[config.mk]
export PLATFORM = sky130hd
export DESIGN_NAME = ticket_arbiter
export DESIGN_NICKNAME = d
export VERILOG_FILES = /design/src/rtl/ticket_arbiter_pkg.sv /design/src/rtl/ticket_arbiter_rr_pick.sv /design/src/rtl/ticket_arbiter.sv
export SDC_FILE = /design/constraint.sdc
export NUM_CORES = 1
export LEC_CHECK = 0
export ABC_AREA = 0
export CAP_MARGIN = 25
export CORE_UTILIZATION = 52
export CTS_CLUSTER_DIAMETER = 100
export DETAILED_ROUTE_END_ITERATION = 6
export GPL_ROUTABILITY_DRIVEN = 0
export PLACE_DENSITY_LB_ADDON = 0.08
export SETUP_SLACK_MARGIN = 0.02
export SLEW_MARGIN = 20
export SYNTH_ARGS = -nofsm -noshare
export SYNTH_HDL_FRONTEND = slang
export SYNTH_HIERARCHICAL = 1
export SYNTH_SLANG_ARGS = --single-unit
[constraint.sdc]
create_clock -name clk -period 6.69 [get_ports clk]
set_input_delay 2.007 -clock clk [delete_from_list [all_inputs] [get_ports clk]]
set_output_delay 2.007 -clock clk [all_outputs]
set_load 0.03 [all_outputs]
[src/rtl/ticket_arbiter_pkg.sv]
// Shared types and helpers for the ticket arbiter: FSM state encoding,
// default ticket width and the round-robin index search.
`timescale 1ns/1ps
package ticket_arb_pkg;

   localparam int WIDTH_DEF = 8;
   localparam int MAX_REQ   = 16;

   typedef enum logic [1:0] {
      IDLE  = 2'd0,
      GRANT = 2'd1,
      CLEAR = 2'd2
   } state_e;

   // First set bit of req_v at or after ptr, wrapping modulo n. Scanning offsets
   // downward lets the smallest offset win; returns ptr when nothing is set.
   function automatic int rr_next_idx(input logic [MAX_REQ-1:0] req_v,
                                      input int ptr,
                                      input int n);
      int idx;
      int cand;
      idx = ptr;
      for (int off = MAX_REQ - 1; off >= 0; off--) begin
         if (off < n) begin
            cand = ptr + off;
            if (cand >= n) cand = cand - n;
            if (req_v[cand]) idx = cand;
         end
      end
      return idx;
   endfunction

endpackage

[src/rtl/ticket_arbiter_rr_pick.sv]
// Combinational round-robin priority picker: lowest set request at or after
// the pointer wins, wrapping around the vector.
`timescale 1ns/1ps
module rr_pick
   import ticket_arb_pkg::*;
#(
   parameter  int N  = 4,
   localparam int IW = $clog2(N)
) (
   input  logic [N-1:0]  req_i,
   input  logic [IW-1:0] ptr_i,
   output logic          found_o,
   output logic [IW-1:0] idx_o
);

   assign found_o = |req_i;
   assign idx_o   = IW'(rr_next_idx(MAX_REQ'(req_i), int'(ptr_i), N));

endmodule

[src/rtl/ticket_arbiter.sv]
// Round-robin arbiter handing out tickets from one shared wrapping counter;
// each grant is a registered one-cycle pulse carrying the pre-increment count.
`timescale 1ns/1ps
module ticket_arbiter
   import ticket_arb_pkg::*;
#(
   parameter  int NUM_REQ = 4,
   parameter  int WIDTH   = WIDTH_DEF,
   localparam int ID_W    = $clog2(NUM_REQ)
) (
   input  logic               clk,
   input  logic               rst,
   input  logic               en,
   input  logic               clr,
   input  logic [NUM_REQ-1:0] req,
   output logic [NUM_REQ-1:0] gnt,
   output logic               gnt_valid,
   output logic [ID_W-1:0]    gnt_id,
   output logic [WIDTH-1:0]   gnt_ticket,
   output logic               wrap,
   output logic [WIDTH-1:0]   count
);

   state_e             state_q, state_d;
   logic [NUM_REQ-1:0] gnt_q, gnt_d;
   logic [ID_W-1:0]    gnt_id_q, gnt_id_d;
   logic [WIDTH-1:0]   ticket_q, ticket_d;
   logic               wrap_q, wrap_d;
   logic [WIDTH-1:0]   count_q, count_d;
   logic [ID_W-1:0]    ptr_q, ptr_d;

   logic [NUM_REQ-1:0] elig;
   logic               found;
   logic [ID_W-1:0]    pick_idx;

   // The requester granted this cycle may still hold req at the next edge.
   assign elig = req & ~gnt_q;

   rr_pick #(.N(NUM_REQ)) u_pick (
      .req_i   (elig),
      .ptr_i   (ptr_q),
      .found_o (found),
      .idx_o   (pick_idx)
   );

   always_ff @(posedge clk) begin
      if (rst) state_q <= IDLE;
      else     state_q <= state_d;
   end

   always_comb begin
      state_d = IDLE;
      if (clr)               state_d = CLEAR;
      else if (en && found)  state_d = GRANT;
   end

   always_comb begin
      // NOTE: every output gets a default first, so no path can infer a latch.
      gnt_d    = '0;
      gnt_id_d = gnt_id_q;
      ticket_d = ticket_q;
      wrap_d   = 1'b0;
      count_d  = count_q;
      ptr_d    = ptr_q;
      unique case (state_d)
         GRANT: begin
            gnt_d    = NUM_REQ'(1) << pick_idx;
            gnt_id_d = pick_idx;
            ticket_d = count_q;
            count_d  = count_q + WIDTH'(1);
            wrap_d   = &count_q;
            ptr_d    = (int'(pick_idx) == NUM_REQ - 1) ? '0 : pick_idx + ID_W'(1);
         end
         CLEAR:   count_d = '0;
         default: ;
      endcase
   end

   // NOTE: reset is synchronous and non-blocking assignments keep every
   // register sampling the same pre-edge values.
   always_ff @(posedge clk) begin
      if (rst) begin
         gnt_q    <= '0;
         gnt_id_q <= '0;
         ticket_q <= '0;
         wrap_q   <= 1'b0;
         count_q  <= '0;
         ptr_q    <= '0;
      end else begin
         gnt_q    <= gnt_d;
         gnt_id_q <= gnt_id_d;
         ticket_q <= ticket_d;
         wrap_q   <= wrap_d;
         count_q  <= count_d;
         ptr_q    <= ptr_d;
      end
   end

   assign gnt        = gnt_q;
   assign gnt_valid  = (state_q == GRANT);
   assign gnt_id     = gnt_id_q;
   assign gnt_ticket = ticket_q;
   assign wrap       = wrap_q;
   assign count      = count_q;

endmodule

==> results of run 1 <==
[cells by family after synthesis]
logic type	after synthesis
compound gates	22
xor+xnor	2
fa+ha+maj	7
buf+inv	8
flops	27
mux	18
simple gates	63
[final cells by class]
class / count / area [sq um]
inverter: 3 / 11.3
tap: 30 / 37.5
multi-input combinational: 112 / 768
fill: 205 / 761
sequential: 27 / 541
timing repair buffer: 31 / 310
clock buffer: 4 / 26.3
[state kept, by name, summed over array words and instances (netlist names)]
signal and flops:
count 8, gnt_ticket 8, gnt 4, gnt_id 2
ptr_q 2, state_q 2, wrap 1
[cell usage after synthesis, types with 2 or more instances]
library cell,count
nor3_1,3
o31ai_1,2
dfxtp_1,27
nor2b_1,7
nand2_1,11
mux2_2,2
ha_1,7
or4_1,2
or3_1,3
clkbuf_1,2
o21ai_0,3
xor2_1,2
a21oi_1,9
nor2_1,20
nor4_1,2
buf_2,2
nand4_1,2
o21a_1,2
mux2i_1,14
inv_1,3
nand3_1,3
and3_1,2
nand2b_1,2
[critical path, stage by stage]
cell,delay (ps)
clkdlybuf4s50_1,450
nor2b_1,380
mux2_2,260
mux2i_1,70
and3_1,200
a21oi_2,100
o22ai_1,180
ha_1,270
or3_1,340
a21oi_1,140
[power by group through the flow]
| stage | sequential (mW) | combinational, mW | clock, mW |
|---|---|---|---|
| detailed placement | 0.177 | 0.0890 | 0 |
| floorplan | 0.179 | 0.0641 | 0 |
| global route | 0.174 | 0.0988 | 0.0747 |
| CTS | 0.173 | 0.0894 | 0.0712 |
| global placement | 0.176 | 0.0862 | 0 |
| finish | 0.173 | 0.0902 | 0.0676 |
[through the flow]
| stage | cells | worst slack (ps) | hold slack, ps | utilization (%) |
|---|---|---|---|---|
| 6_report | 207 | 2530 | 511 | 69.0 |
| 4_1_cts | 207 | 2550 | 516 | 69.0 |
| 3_5_place_dp | 203 | 2200 | 489 | 67.9 |
| 5_1_grt | 207 | 2410 | 541 | 69.0 |
| 3_3_place_gp | 203 | 2300 | 479 | 67.9 |
| 2_1_floorplan | 147 | 2900 | 487 | - |
[cells in the final DEF (no fill, tap or decap), types with 2 or more instances in the layout]
cell type         n
clkdlybuf4s50_1  31
dfxtp_1          27
nor2_1           20
mux2i_1          14
nand2_1          11
a21oi_1           9
nor2b_1           7
ha_1              7
nand3_1           3
o21ai_0           3
or3_1             3
inv_1             3
nor3_1            3
clkbuf_4          3
nand4_1           2
o31ai_1           2
or4_1             2
o21a_1            2
xor2_1            2
and3_1            2
nor4_1            2
nand2b_1          2
mux2_2            2
[per-layer routing]
| layer | vias up | part of all wire [%] | GRT usage (%) |
|---|---|---|---|
| met5 | - | 0 | 0 |
| met4 | 0 | 2.4 | 12.3 |
| met3 | 7 | 3.4 | 4.02 |
| met2 | 28 | 48 | 35.0 |
| met1 | 550 | 46 | 26.4 |
| li1 | 584 | - | - |
[final timing paths]
check / endpoint / cells past startpoint
setup / recovery: ptr_q[0] / 10
hold reg to reg: wrap / 2
hold / removal: wrap / 2
setup reg to reg: ptr_q[1] / 10
==> impl_metrics.json, run 1 <==
{
  "setup_tns_ps": 0,
  "p_leak_nw": 0.675,
  "nNetsFinal": 193,
  "muxShareOfSynthArea_pct": 14.8,
  "startpoint": "req[2]",
  "synth_top_area_cell": "dfxtp_1",
  "crit_type": "in2reg",
  "end_kind": "register",
  "status": "complete, no violations",
  "dr_total_vias": 1169,
  "finalCriticalPeriod_ps": 4160,
  "yosysUniqueCellTypes": 38,
  "synth_xor_area_share_pct": 1.30,
  "switching_share_pct": 30.3,
  "hp-start": "count[7]",
  "cts.clk_slew.worst_paths_ps": 130,
  "p_per_area_nw_per_um2": 195,
  "synth_compound_area_share_pct": 10.3,
  "syn_nets": 162,
  "vias_per_cell": 5.65,
  "max_cap_viol_count": 0,
  "ys.warnings.count": 6,
  "hold_violations": 0,
  "synthSimpleGateAreaFrac_pct": 24.0,
  "die_h_um": 52.9,
  "grtUsageTotal_pct": 21.5,
  "dpl.hpwl_um": 2020,
  "combPwrFrac_pct": 27.3,
  "dr.pass1.iters": 4,
  "netlist_area_sq_um": 1350,
  "postCtsResizedCells": 0,
  "slew_headroom_pct": 46.9,
  "fin_crit_sh_pct": 62.1,
  "grt_max_degree": 16,
  "ys_async_sr_fraction_pct": 0,
  "grt_pass1_wl_um": 4330,
  "antenna_found_initial": 0,
  "numCtsBuffers": 3,
  "cts_max_level": 1,
  "max-vdd-ir-drop_uv": 175,
  "ys_seq_elements": 27,
  "worst-path-max-fanout": 7,
  "grt_pass1_vias": 1017,
  "dpl-instance-area_sq_um": 1670,
  "yosys.area_share.adder_pct": 6.49,
  "max_clock_freq_ghz": 0.241,
  "io_buffers": 31,
  "synth.avg_cell_area_sq_um": 9.18,
  "cts.path.max_buffers": 2,
  "ioPinCount": 32,
  "cts_root_buf": "clkbuf_4",
  "reg2reg_from": "ptr_q[0]",
  "cp.arrival_ps": 4410,
  "power.switching_mw": 0.100,
  "cts.sinks": 27,
  "ys.flop_type": "dfxtp_1",
  "post_cts_buffers": 0,
  "finalMaxSlewViolations": 0,
  "hp-class": "reg2reg",
  "tightest_slew_ps": 794,
  "total_power_mw": 0.331,
  "fp-row-count": 18,
  "syn_to_final_growth_pct": 25.6,
  "synthCells": 147,
  "coreArea_sq_um": 2450,
  "initial_utilization_pct": 54.9,
  "synth_area_leaders": "dfxtp_1 40%, mux2i_1 10%, ha_1 6.5%",
  "crit_required_ps": 6940,
  "cts_hold_buffers": 0,
  "finalClockSkew_ps": 1.51,
  "dieArea_sq_um": 2800,
  "synth_top_area_share_pct": 40.1,
  "drc": 0,
  "drt-total-wl_um": 2730,
  "layout-drive-gt1-share_pct": 6.21,
  "worst_setup_path_start_kind": "input pin",
  "clkPwrFrac_pct": 20.4,
  "r2r_slack_ps": 3650,
  "setup_viol": 0,
  "synth_edf_count": 0,
  "diodes": 0,
  "yosysSeqAreaShare_pct": 40.1,
  "die_x_um": 52.9,
  "cts_tree": "yes",
  "grt_setup_unrepaired": "false",
  "final_area_sq_um": 1690,
  "synth_top_family_by_area": "simple AND/OR/NAND/NOR gates",
  "intPower_mw": 0.231,
  "drtIter0Drc": 26,
  "antenna_left": 0,
  "insertion_delay_ps": 320,
  "p_seq_share_pct": 52.3,
  "wl_per_cell_um": 13.2,
  "overflow": 0
}
Power figures use the tool's default switching activity.
==> run 2: changes to the inputs <==
CORE_UTILIZATION = 49   (was 52)
clock period = 4.08 ns   (was 6.69 ns; I/O delays follow)
==> impl_metrics.json, run 2 (synthesis results as in run 1) <==
{
  "status": "complete, no violations",
  "cts.sinks": 27,
  "slew_headroom_pct": 63.7,
  "coreArea_sq_um": 2540,
  "crit_chain": "clkdlybuf4s50_1 > nor2b_1 > mux2_4 > mux2i_1 > and3_1 > a21oi_2 > o22ai_1 > ha_1 > or3_1 > a21oi_1",
  "finalClockSkew_ps": 20.1,
  "layout-drive-gt1-share_pct": 7.82,
  "cts.path.max_buffers": 2,
  "hold_violations": 0,
  "cts_root_buf": "clkbuf_4",
  "nNetsFinal": 195,
  "postCtsResizedCells": 0,
  "grt_setup_unrepaired": "false",
  "use_met3_pct": 3.33,
  "syn_to_final_growth_pct": 26.8,
  "drt-total-wl_um": 3080,
  "overflow": 0,
  "finalCriticalPeriod_ps": 3280,
  "hp-class": "reg2reg",
  "setup_tns_ps": 0,
  "setup_viol": 0,
  "drtIter0Drc": 34,
  "layout_commonest_cell": "clkdlybuf4s50_1",
  "cts_hold_buffers": 0,
  "multi_input_area_sq_um": 768,
  "die_x_um": 54.5,
  "whs_ps": 520,
  "use_met1_pct": 24.9,
  "nFillCells": 208,
  "slowest_stage": "clkdlybuf4s50_1",
  "cpPeakStageDelay_ps": 460,
  "fin_crit_sh_pct": 80.5,
  "io_buffers": 31,
  "insertion_delay_ps": 340,
  "grt_pass1_wl_um": 4730,
  "wl_per_cell_um": 14.7,
  "p_per_area_nw_per_um2": 325,
  "dieArea_sq_um": 2970,
  "initial_utilization_pct": 53.0,
  "grt.met2_usage_pct": 41.7,
  "tightest_slew_ps": 543,
  "diodes": 0,
  "grtUsageTotal_pct": 22.7,
  "max_cap_viol_count": 0,
  "register_area_sq_um": 541,
  "final_cell_mix": "31 x clkdlybuf4s50_1, 27 x dfxtp_1, 20 x nor2_1",
  "grt_max_degree": 16,
  "vias_per_cell": 5.75,
  "drc": 0,
  "ioPinCount": 32,
  "fp-row-count": 18,
  "crit_type": "in2reg",
  "finalMaxSlewViolations": 0,
  "worst_setup_path_start_kind": "input pin",
  "die_h_um": 54.5,
  "top_usage_layer": "met2",
  "p_leak_nw": 0.688,
  "max-vdd-ir-drop_uv": 218,
  "max_clock_freq_ghz": 0.305,
  "antenna_left": 0,
  "cts_tree": "yes",
  "dr.pass1.iters": 4,
  "total_power_mw": 0.556,
  "dr_total_vias": 1202,
  "dpl_worst_slack_ps": 476,
  "antenna_found_initial": 0,
  "dpl.hpwl_um": 2280,
  "cts.clk_slew.worst_paths_ps": 150,
  "final.setup.worst_slack_ps": 796,
  "post_cts_buffers": 0,
  "cts_max_level": 1,
  "grt_pass1_vias": 1093,
  "numCtsBuffers": 3,
  "cp.arrival_ps": 3560,
  "end_kind": "register",
  "crit_required_ps": 4360,
  "worst-path-max-fanout": 7,
  "utilization_pct": 67.2
}
## run 2: cell types whose count changed in the layout (fill, tap and decap cells not counted), sizes merged
cell / before / now
clkinv: 0 / 1
clkbuf: 4 / 3
buf: 0 / 2
## run 2: final timing paths
kind	start	endpoint	slack (ps)	depth (start not counted)
setup reg to reg	ptr_q[0]	ptr_q[0]	1110	11
hold reg to reg	gnt_id[0]	gnt_id[0]	520	2
hold / removal	gnt_id[0]	gnt_id[0]	520	2
setup / recovery	req[1]	ptr_q[0]	800	10
## run 2: area by class of cell
class	instances	share of cell area, %
Clock inverter	1	0.293
Clock buffer	3	1.32
Sequential cell	27	31.6
Tap cell	30	2.19
Multi-Input combinational cell	112	44.9
Inverter	3	0.658
Timing Repair Buffer	33	19.0
## run 2: power breakdown
group          switching, mW  leakage (nW)  internal, mW
sequential            0.0119         0.219         0.272
clock                 0.0793        0.0177        0.0368
combinational         0.0837         0.451        0.0724
## run 2: critical path, delay by kind of cell
kind / cells / cell delay [ps]
AO/OA/AOI/OAI: 3 / 390
adder cells (fa/ha/maj): 1 / 250
buffers and inverters: 1 / 460
multiplexers: 2 / 320
AND/OR/NAND/NOR: 3 / 900
## run 2: layer usage
layer | share of wire [%] | vias up
li1 | - | 590
met1 | 44 | 568
met2 | 51 | 35
met3 | 3.3 | 9
met4 | 2.0 | 0
met5 | 0 | -
## run 2: stage by stage
step / instance area (sq um) / instances
floorplan: 1350 / 147
finish: 1710 / 209
global route: 1710 / 209
global placement: 1680 / 205
detailed placement: 1680 / 205
CTS: 1710 / 209
==> run 3: changes to the inputs <==
CORE_UTILIZATION = 44   (was 49)
clock period = 2.85 ns   (was 4.08 ns; I/O delays follow)
==> impl_metrics.json, run 3 (synthesis results as in run 1) <==
{
  "dpl.hpwl_um": 2280,
  "grt_pass1_wl_um": 5160,
  "clkPwrFrac_pct": 20.0,
  "cts_root_buf": "clkbuf_4",
  "grt_max_degree": 15,
  "finalClockSkew_ps": 2.58,
  "power.switching_mw": 0.247,
  "nNetsFinal": 206,
  "slowest_stage": "mux4_2",
  "final_cells": 221,
  "cts.sinks": 27,
  "grtUsageTotal_pct": 20.1,
  "status": "complete, no violations",
  "switching_share_pct": 30.4,
  "cpPeakStageDelay_ps": 470,
  "max-vdd-ir-drop_uv": 303,
  "grt_pass1_vias": 1251,
  "cts.clk_slew.worst_paths_ps": 130,
  "insertion_delay_ps": 320,
  "slew_headroom_pct": 77.7,
  "antenna_left": 0,
  "cp.arrival_ps": 2960,
  "p_seq_share_pct": 49.3,
  "worst_setup_path_start_kind": "input pin",
  "cts_tree": "yes",
  "final_cell_mix": "31 x clkdlybuf4s50_1, 26 x dfxtp_1, 20 x nor2_1",
  "cts.path.max_buffers": 2,
  "antenna_found_initial": 0,
  "setup_tns_ps": 0,
  "crit_chain": "clkdlybuf4s50_1 > nor2b_1 > mux4_2 > and3_1 > a21oi_2 > o22ai_1 > ha_1 > or3_1 > a21oi_1",
  "post_cts_buffers": 0,
  "dp_cells": 217,
  "setup_viol": 0,
  "syn_to_final_growth_pct": 33.2,
  "wl_per_cell_um": 13.6,
  "finalCriticalPeriod_ps": 2690,
  "numCtsBuffers": 3,
  "crit_type": "in2reg",
  "worst-path-max-fanout": 3,
  "drt-total-wl_um": 3010,
  "cts_max_level": 1,
  "end_kind": "register",
  "critical_path.top_delay_family": "simple AND/OR/NAND/NOR gates",
  "intPower_mw": 0.568,
  "cts_hold_buffers": 0,
  "path_buf_inv": 1,
  "dr_total_vias": 1236,
  "hp-class": "reg2reg",
  "die_h_um": 57.4,
  "crit_required_ps": 3120,
  "vias_per_cell": 5.59,
  "dr.pass1.iters": 6,
  "combPwrFrac_pct": 30.7,
  "drc": 0,
  "drtIter0Drc": 77,
  "fin_crit_sh_pct": 94.3,
  "initial_utilization_pct": 47.7,
  "diodes": 0,
  "ioPinCount": 32,
  "grt_setup_unrepaired": "false",
  "max_cap_viol_count": 0,
  "fp-row-count": 19,
  "io_buffers": 31,
  "max_clock_freq_ghz": 0.372,
  "tightest_slew_ps": 332,
  "nFillCells": 247,
  "p_leak_nw": 0.736,
  "die_x_um": 57.4,
  "dpl_worst_slack_ps": -186,
  "final.setup.worst_slack_ps": 161,
  "hold_violations": 0,
  "coreArea_sq_um": 2830,
  "dieArea_sq_um": 3290,
  "finalMaxSlewViolations": 0,
  "layout_commonest_cell": "clkdlybuf4s50_1",
  "layout-drive-gt1-share_pct": 13.7,
  "p_per_area_nw_per_um2": 454,
  "overflow": 0
}
run 3: cell types whose count changed in the layout (fill, tap and decap cells not counted):
cell,before,now
buf_4,2,13
clkbuf_1,0,1
clkinv_2,1,0
dfxtp_1,27,26
dfxtp_2,0,1
ha_1,7,6
ha_2,0,1
run 3: per-layer routing:
metal / global-route usage [%] / wire, um / up-vias
met3: 2.27 / 95 / 12
met5: 0 / 0 / -
met1: 22.4 / 1300 / 584
met2: 35.7 / 1510 / 34
met4: 13.6 / 107 / 0
li1: - / - / 606
run 3: worst min-delay path: stages (launching register included):
cell and delay (ps):
dfxtp_1 350, mux2i_1 70, nor2_1 70
run 3: worst paths after layout:
path         cells after the start   endpoint      start  slack (ps)
max                              9   ptr_q[0]     req[2]         160
min                              2  gnt_id[0]  gnt_id[0]         510
max reg2reg                     10   ptr_q[0]   ptr_q[1]         340
min reg2reg                      2  gnt_id[0]  gnt_id[0]         510
run 3: repair_timing:
item | 4_1_cts | 5_1_grt
endpoints found under the setup margin | 0 | 1
endpoints found under the hold margin | 0 | 0
resized for setup | 0 | 2
run 3: final cells by class:
| cell class | count | area, sq um | share of cell area, % |
|---|---|---|---|
| clock buffer | 4 | 26.3 | 1.46 |
| multi-input combinational | 112 | 771 | 42.9 |
| inverter | 3 | 11.3 | 0.627 |
| timing repair buffer | 44 | 408 | 22.7 |
| sequential | 27 | 542 | 30.2 |
| tap | 31 | 38.8 | 2.16 |
run 3: power groups by stage:
| stage | logic (mW) | clock network, mW | registers [mW] |
|---|---|---|---|
| final | 0.250 | 0.163 | 0.402 |
| after detailed placement | 0.247 | 0 | 0.410 |
| after CTS | 0.248 | 0.172 | 0.402 |
| after global routing | 0.274 | 0.182 | 0.405 |
| after floorplan | 0.150 | 0 | 0.421 |
| after global placement | 0.238 | 0 | 0.409 |
run 3: through the flow:
step	util, %	area, sq um	total power, mW	hold WS [ps]
final	63.5	1800	0.815	511
after global routing	63.5	1800	0.860	551
after CTS	63.4	1790	0.822	518
after detailed placement	62.5	1770	0.657	489
after global placement	62.5	1770	0.647	478
after floorplan	-	1350	0.572	487
